==> src/rtl/decoder_stream.sv <==
// decoder_stream: registered binary-to-N decoder (one-hot/thermometer/active-low) with valid/ready,
// a 2-entry skid buffer, beat counter and sticky range-error flag.
module decoder_stream #(
  parameter int IN_W  = 4,
  parameter int OUT_W = 16,
  parameter int CNT_W = 16
) (
  input  logic             clk,
  input  logic             rst_n,
  input  logic             in_valid,
  output logic             in_ready,
  input  logic [IN_W-1:0]  binary_in,
  input  logic             enable,
  input  logic [1:0]       mode,
  output logic             out_valid,
  input  logic             out_ready,
  output logic [OUT_W-1:0] decoder_out,
  output logic             range_err,
  output logic [CNT_W-1:0] beat_cnt,
  output logic             err_sticky,
  input  logic             err_clr
);
  typedef enum logic [1:0] {EMPTY, ONE, TWO} state_t;
  state_t state_q, state_d;
  logic in_ready_q, in_ready_d, out_valid_q, out_valid_d;
  logic [OUT_W-1:0] out_word_q, out_word_d, sr_word_q, sr_word_d;
  logic [OUT_W-1:0] oh, therm, raw, dec_word;
  logic out_err_q, out_err_d, sr_err_q, sr_err_d;
  logic oob, dec_err, in_xfer, out_xfer;
  logic [CNT_W-1:0] beat_cnt_q, beat_cnt_d;
  logic err_sticky_q, err_sticky_d;

  always_comb begin
    oh       = OUT_W'(1) << binary_in;
    therm    = (oh << 1) - OUT_W'(1);
    oob      = 32'(binary_in) >= OUT_W;
    raw      = mode == 2'b01 ? therm : mode == 2'b10 ? ~oh : oh;
    dec_word = (!enable || oob) ? {OUT_W{mode == 2'b10}} : raw;
    dec_err  = enable && (oob || mode == 2'b11);
  end

  always_comb begin
    in_xfer    = in_valid && in_ready_q;
    out_xfer   = out_valid_q && out_ready;
    state_d    = state_q;
    out_word_d = out_word_q;
    out_err_d  = out_err_q;
    sr_word_d  = sr_word_q;
    sr_err_d   = sr_err_q;
    unique case (state_q)
      EMPTY: if (in_xfer) begin
        state_d    = ONE;
        out_word_d = dec_word;
        out_err_d  = dec_err;
      end
      ONE: if (in_xfer && out_xfer) begin
        out_word_d = dec_word;
        out_err_d  = dec_err;
      end else if (in_xfer) begin
        state_d   = TWO;
        sr_word_d = dec_word;
        sr_err_d  = dec_err;
      end else if (out_xfer) begin
        state_d = EMPTY;
      end
      TWO: if (out_xfer) begin
        state_d    = ONE;
        out_word_d = sr_word_q;
        out_err_d  = sr_err_q;
      end
      default: state_d = EMPTY;
    endcase
    in_ready_d   = state_d != TWO;
    out_valid_d  = state_d != EMPTY;
    beat_cnt_d   = beat_cnt_q + CNT_W'(out_xfer);
    err_sticky_d = (out_xfer && out_err_q) || (err_sticky_q && !err_clr);
  end

  always_ff @(posedge clk or negedge rst_n) begin
    if (!rst_n) begin
      state_q      <= EMPTY;
      in_ready_q   <= 1'b0;
      out_valid_q  <= 1'b0;
      out_word_q   <= '0;
      out_err_q    <= 1'b0;
      sr_word_q    <= '0;
      sr_err_q     <= 1'b0;
      beat_cnt_q   <= '0;
      err_sticky_q <= 1'b0;
    end else begin
      state_q      <= state_d;
      in_ready_q   <= in_ready_d;
      out_valid_q  <= out_valid_d;
      out_word_q   <= out_word_d;
      out_err_q    <= out_err_d;
      sr_word_q    <= sr_word_d;
      sr_err_q     <= sr_err_d;
      beat_cnt_q   <= beat_cnt_d;
      err_sticky_q <= err_sticky_d;
    end
  end

  assign in_ready    = in_ready_q;
  assign out_valid   = out_valid_q;
  assign decoder_out = out_word_q;
  assign range_err   = out_err_q;
  assign beat_cnt    = beat_cnt_q;
  assign err_sticky  = err_sticky_q;
endmodule
==> config.mk <==
export PLATFORM = sky130hd
export DESIGN_NAME = decoder_stream
export DESIGN_NICKNAME = d
export VERILOG_FILES = /design/src/rtl/decoder_stream.sv
export SDC_FILE = /design/constraint.sdc
export NUM_CORES = 1
export LEC_CHECK = 0
export CAP_MARGIN = 20
export CELL_PAD_IN_SITES_DETAIL_PLACEMENT = 0
export CELL_PAD_IN_SITES_GLOBAL_PLACEMENT = 1
export CORE_ASPECT_RATIO = 0.75
export CORE_MARGIN = 2
export CORE_UTILIZATION = 37
export CTS_BUF_LIST = sky130_fd_sc_hd__clkbuf_8
export DETAILED_ROUTE_END_ITERATION = 8
export PLACE_DENSITY = 0.73
export SLEW_MARGIN = 25
export SYNTH_ARGS = -nofsm -noshare
export SYNTH_HDL_FRONTEND = slang
export SYNTH_SLANG_ARGS = --single-unit
export TNS_END_PERCENT = 10
==> constraint.sdc <==
create_clock -name clk -period 5 [get_ports clk]
set_input_delay 0.5 -clock clk [delete_from_list [all_inputs] [get_ports clk]]
set_output_delay 0.5 -clock clk [all_outputs]
set_load 0.05 [all_outputs]
==> run_results.csv <==
group,metric,value,unit
synth,synthCells,358,
sta,fmax,0.300,GHz
die,dieHeight,85.0,microns
placed_design,dp_hpwl,5450,microns
drt,routedWlPerCell,15.7,microns
sta,finalSetupViolCount,0,
cts,cts_tree,"done",
synth,ys_seq_area_share,42.5,%
pwr,power.density,514,nW/um^2
synth,synth_top_family_by_area,"simple AND/OR/NAND/NOR gates",
synth,yosys-top-cells-area,"dfrtp_1, nand2_1, o21ai_1",
pwr,finalPower,0.00194,W
drt,dr.pass1.iters,4,
global_routing,track_usage,17.3,%
critical_path,worst_ep_required_time,5.24,ns
worst_hold_path,hold_path.class,"input pin to async pin",
cts,cts_setup_buffers,0,
global_routing,grt_pass1_vias,2559,
sta,tightestPinTransition,0.878,ns
cts,clk_latency,0.31,ns
run,cap_violations,0,
synth,synth_async_sr_flop_share,100,%
sta,max-slew-margin-rel,41.3,%
critical_path,r2r_start,"state_q[0]",
drt,viasPerCell,5.39,
cts,cts_resized,0,
die,die_width,112,microns
drt,drtIter0Drc,249,
synth,synth_enable_flop_cells,0,
global_routing,grt_max_degree,56,
global_routing,antenna_found_initial,0,
critical_path,worstPathMaxFanout,22,
cts,clock_sink_count,55,
die,fp-row-count,29,
global_routing,grt_overflow,0,
sta,fin_setup_tns,0,ns
cts,clk_pin_slew_worst_paths,0.09,ns
cells_and_area,fin_nets,404,
die,ios,48,
synth,yosys.area.top_type_share,42.5,%
cts,cts_root_buf,"clkbuf_8",
drt,vias,2677,
critical_path,path_class,"input pin to flip-flop",
drt,drc_errors,0,
sta,grt_setup_unrepaired,"false",
sta,finalMaxSlewViolations,0,
cells_and_area,fin_util,44.4,%
global_routing,grt_pass1_wl,13500,microns
synth,netlist_area,3240,sq um
synth,synth_fa_ha_area_share,1.78,%
die,initial_core_util,38.2,%
critical_path,cp.arrival,3.57,ns
cells_and_area,area_growth,16.5,%
cells_and_area,drive_gt1_share,7.46,%
critical_path,end_kind,"flip-flop",
cts,numCtsBuffers,5,
critical_path,crit_start,"binary_in[2]",
placed_design,io_buffer_count,47,
die,design.core.area,8490,sq um
synth,synth_cell_types,67,
synth,ys.flop_type,"dfrtp_1",
synth,synthMuxAreaShare,2.28,%
synth,syn_area_per_cell,9.05,sq um
synth,synth_compound_area_share,19.1,%
placed_design,gp_congestion,0.860,
synth,synth_seq_cells,55,
pwr,vdd.ir_drop.worst,0.000274,V
die,dieArea,9530,sq um
pwr,leakage,1.54,nW
sta,min_period,3.33,ns
critical_path,r2r_cells,4,
sta,finalHoldViolations,0,
drt,ant_nets,0,
drt,detail_route.wirelength,7790,microns
synth,synthSimpleGateAreaFrac,23.4,%
synth,syn_nets,373,
cts,h-tree-depth,2,
synth,yosys_warnings,0,
run_status,status,"complete, no violations",
synth,synth-xor-area-share,4.33,%
sta,period_share,66.6,%
critical_path,startpoint_type,"input pin",
cts,clk_path_buf_depth,2,
cts,cts_hold_buf,0,
cells_and_area,instances_no_fill,497,
sta,finClkSkew,0.00469,ns
placed_design,dp_cells,490,
cells_and_area,antenna_cells,0,
synth,synth_top_cell_by_area,"dfrtp_1",
## Yosys cell counts (5+ instances only)
library cell  number
a21oi_1           17
buf_6              9
clkbuf_1          11
dfrtp_1           55
inv_1              5
nand2_1           40
nand2b_1           7
nand3_1           16
nor2_1            29
nor3_1            10
o211ai_1           7
o21ai_0           11
o21ai_1           23
or3_1              6
xnor2_1            9
xor2_1             7
## critical path, stage by stage
cell	delay, ns
clkdlybuf4s50_1	0.82
or4_4	0.71
ha_1	0.31
or3_4	0.42
a211oi_2	0.21
nor4_1	0.09
or3_1	0.39
a21oi_2	0.11
## per-layer routing
metal / vias up / GRT usage (%) / wire [microns]
met3: 9 / 3.86 / 339
met2: 58 / 25.2 / 3300
met4: 0 / 3.77 / 84
met1: 1261 / 26.4 / 4060
met5: - / 0 / 0
li1: 1349 / - / -
## cells by family (layout without fill, tap and decap cells)
group | Yosys count | count (layout)
buffers and inverters | 35 | 66
and+or+nand+nor | 144 | 144
DFF | 55 | 55
muxes | 7 | 7
adders and majority gates | 5 | 5
xor gates and xnor gates | 16 | 16
AOI/OAI and AO/OA | 96 | 96
## area by class of cell
cell class / count / area [sq um]
clock inverters: 1 / 5.00
flip-flops and latches: 55 / 1380
clock buffers: 6 / 82.6
well taps: 108 / 135
multi-input cells: 268 / 1650
repair buffers: 51 / 495
fillers: 856 / 4720
inverters: 8 / 30.0
## state kept, by name, indices dropped and copies added, names as in the netlist
signal       flops
err_sticky       1
state_q          2
range_err        1
sr_err_q         1
in_ready         1
sr_word_q       16
decoder_out     16
beat_cnt        16
out_valid        1
## cells in the final DEF, fill, tap and decap left out, types with 7 or more instances in the layout
| cell type | instances |
|---|---|
| a21oi_1 | 17 |
| nand2b_1 | 7 |
| o211ai_1 | 7 |
| o21ai_1 | 23 |
| nor3_1 | 10 |
| xor2_1 | 7 |
| xnor2_1 | 9 |
| o21ai_0 | 11 |
| nor2_1 | 29 |
| dfrtp_1 | 55 |
| clkdlybuf4s50_1 | 46 |
| nand3_1 | 16 |
| nand2_1 | 40 |
## power by group
| group | total (W) | switching [W] | internal, W |
|---|---|---|---|
| sequential | 0.000720 | 0.000108 | 0.000612 |
| combinational | 0.000971 | 0.000645 | 0.000327 |
| clock | 0.000248 | 0.000139 | 0.000109 |
| total | 0.00194 | 0.000891 | 0.00105 |
## through the flow
step | setup WS, ns | hold WS [ns] | instance area (sq um)
after global routing | 1.55 | 0.365 | 3770
after floorplan | 2.31 | 0.204 | 3240
final | 1.67 | 0.316 | 3770
after detailed placement | 1.38 | 0.469 | 3690
after global placement | 1.42 | 0.460 | 3690
after CTS | 1.70 | 0.348 | 3770
## worst paths after layout
kind                                        to  slack [ns]
min in group clk                  beat_cnt[15]        0.48
max in group asynchronous       decoder_out[6]        4.21
worst max-delay path            decoder_out[7]        1.67
worst min register to register    beat_cnt[15]        0.48
worst min-delay path            decoder_out[3]        0.32
worst max register to register    sr_word_q[4]        2.86
No activity file was read; power rests on OpenSTA's default activity.
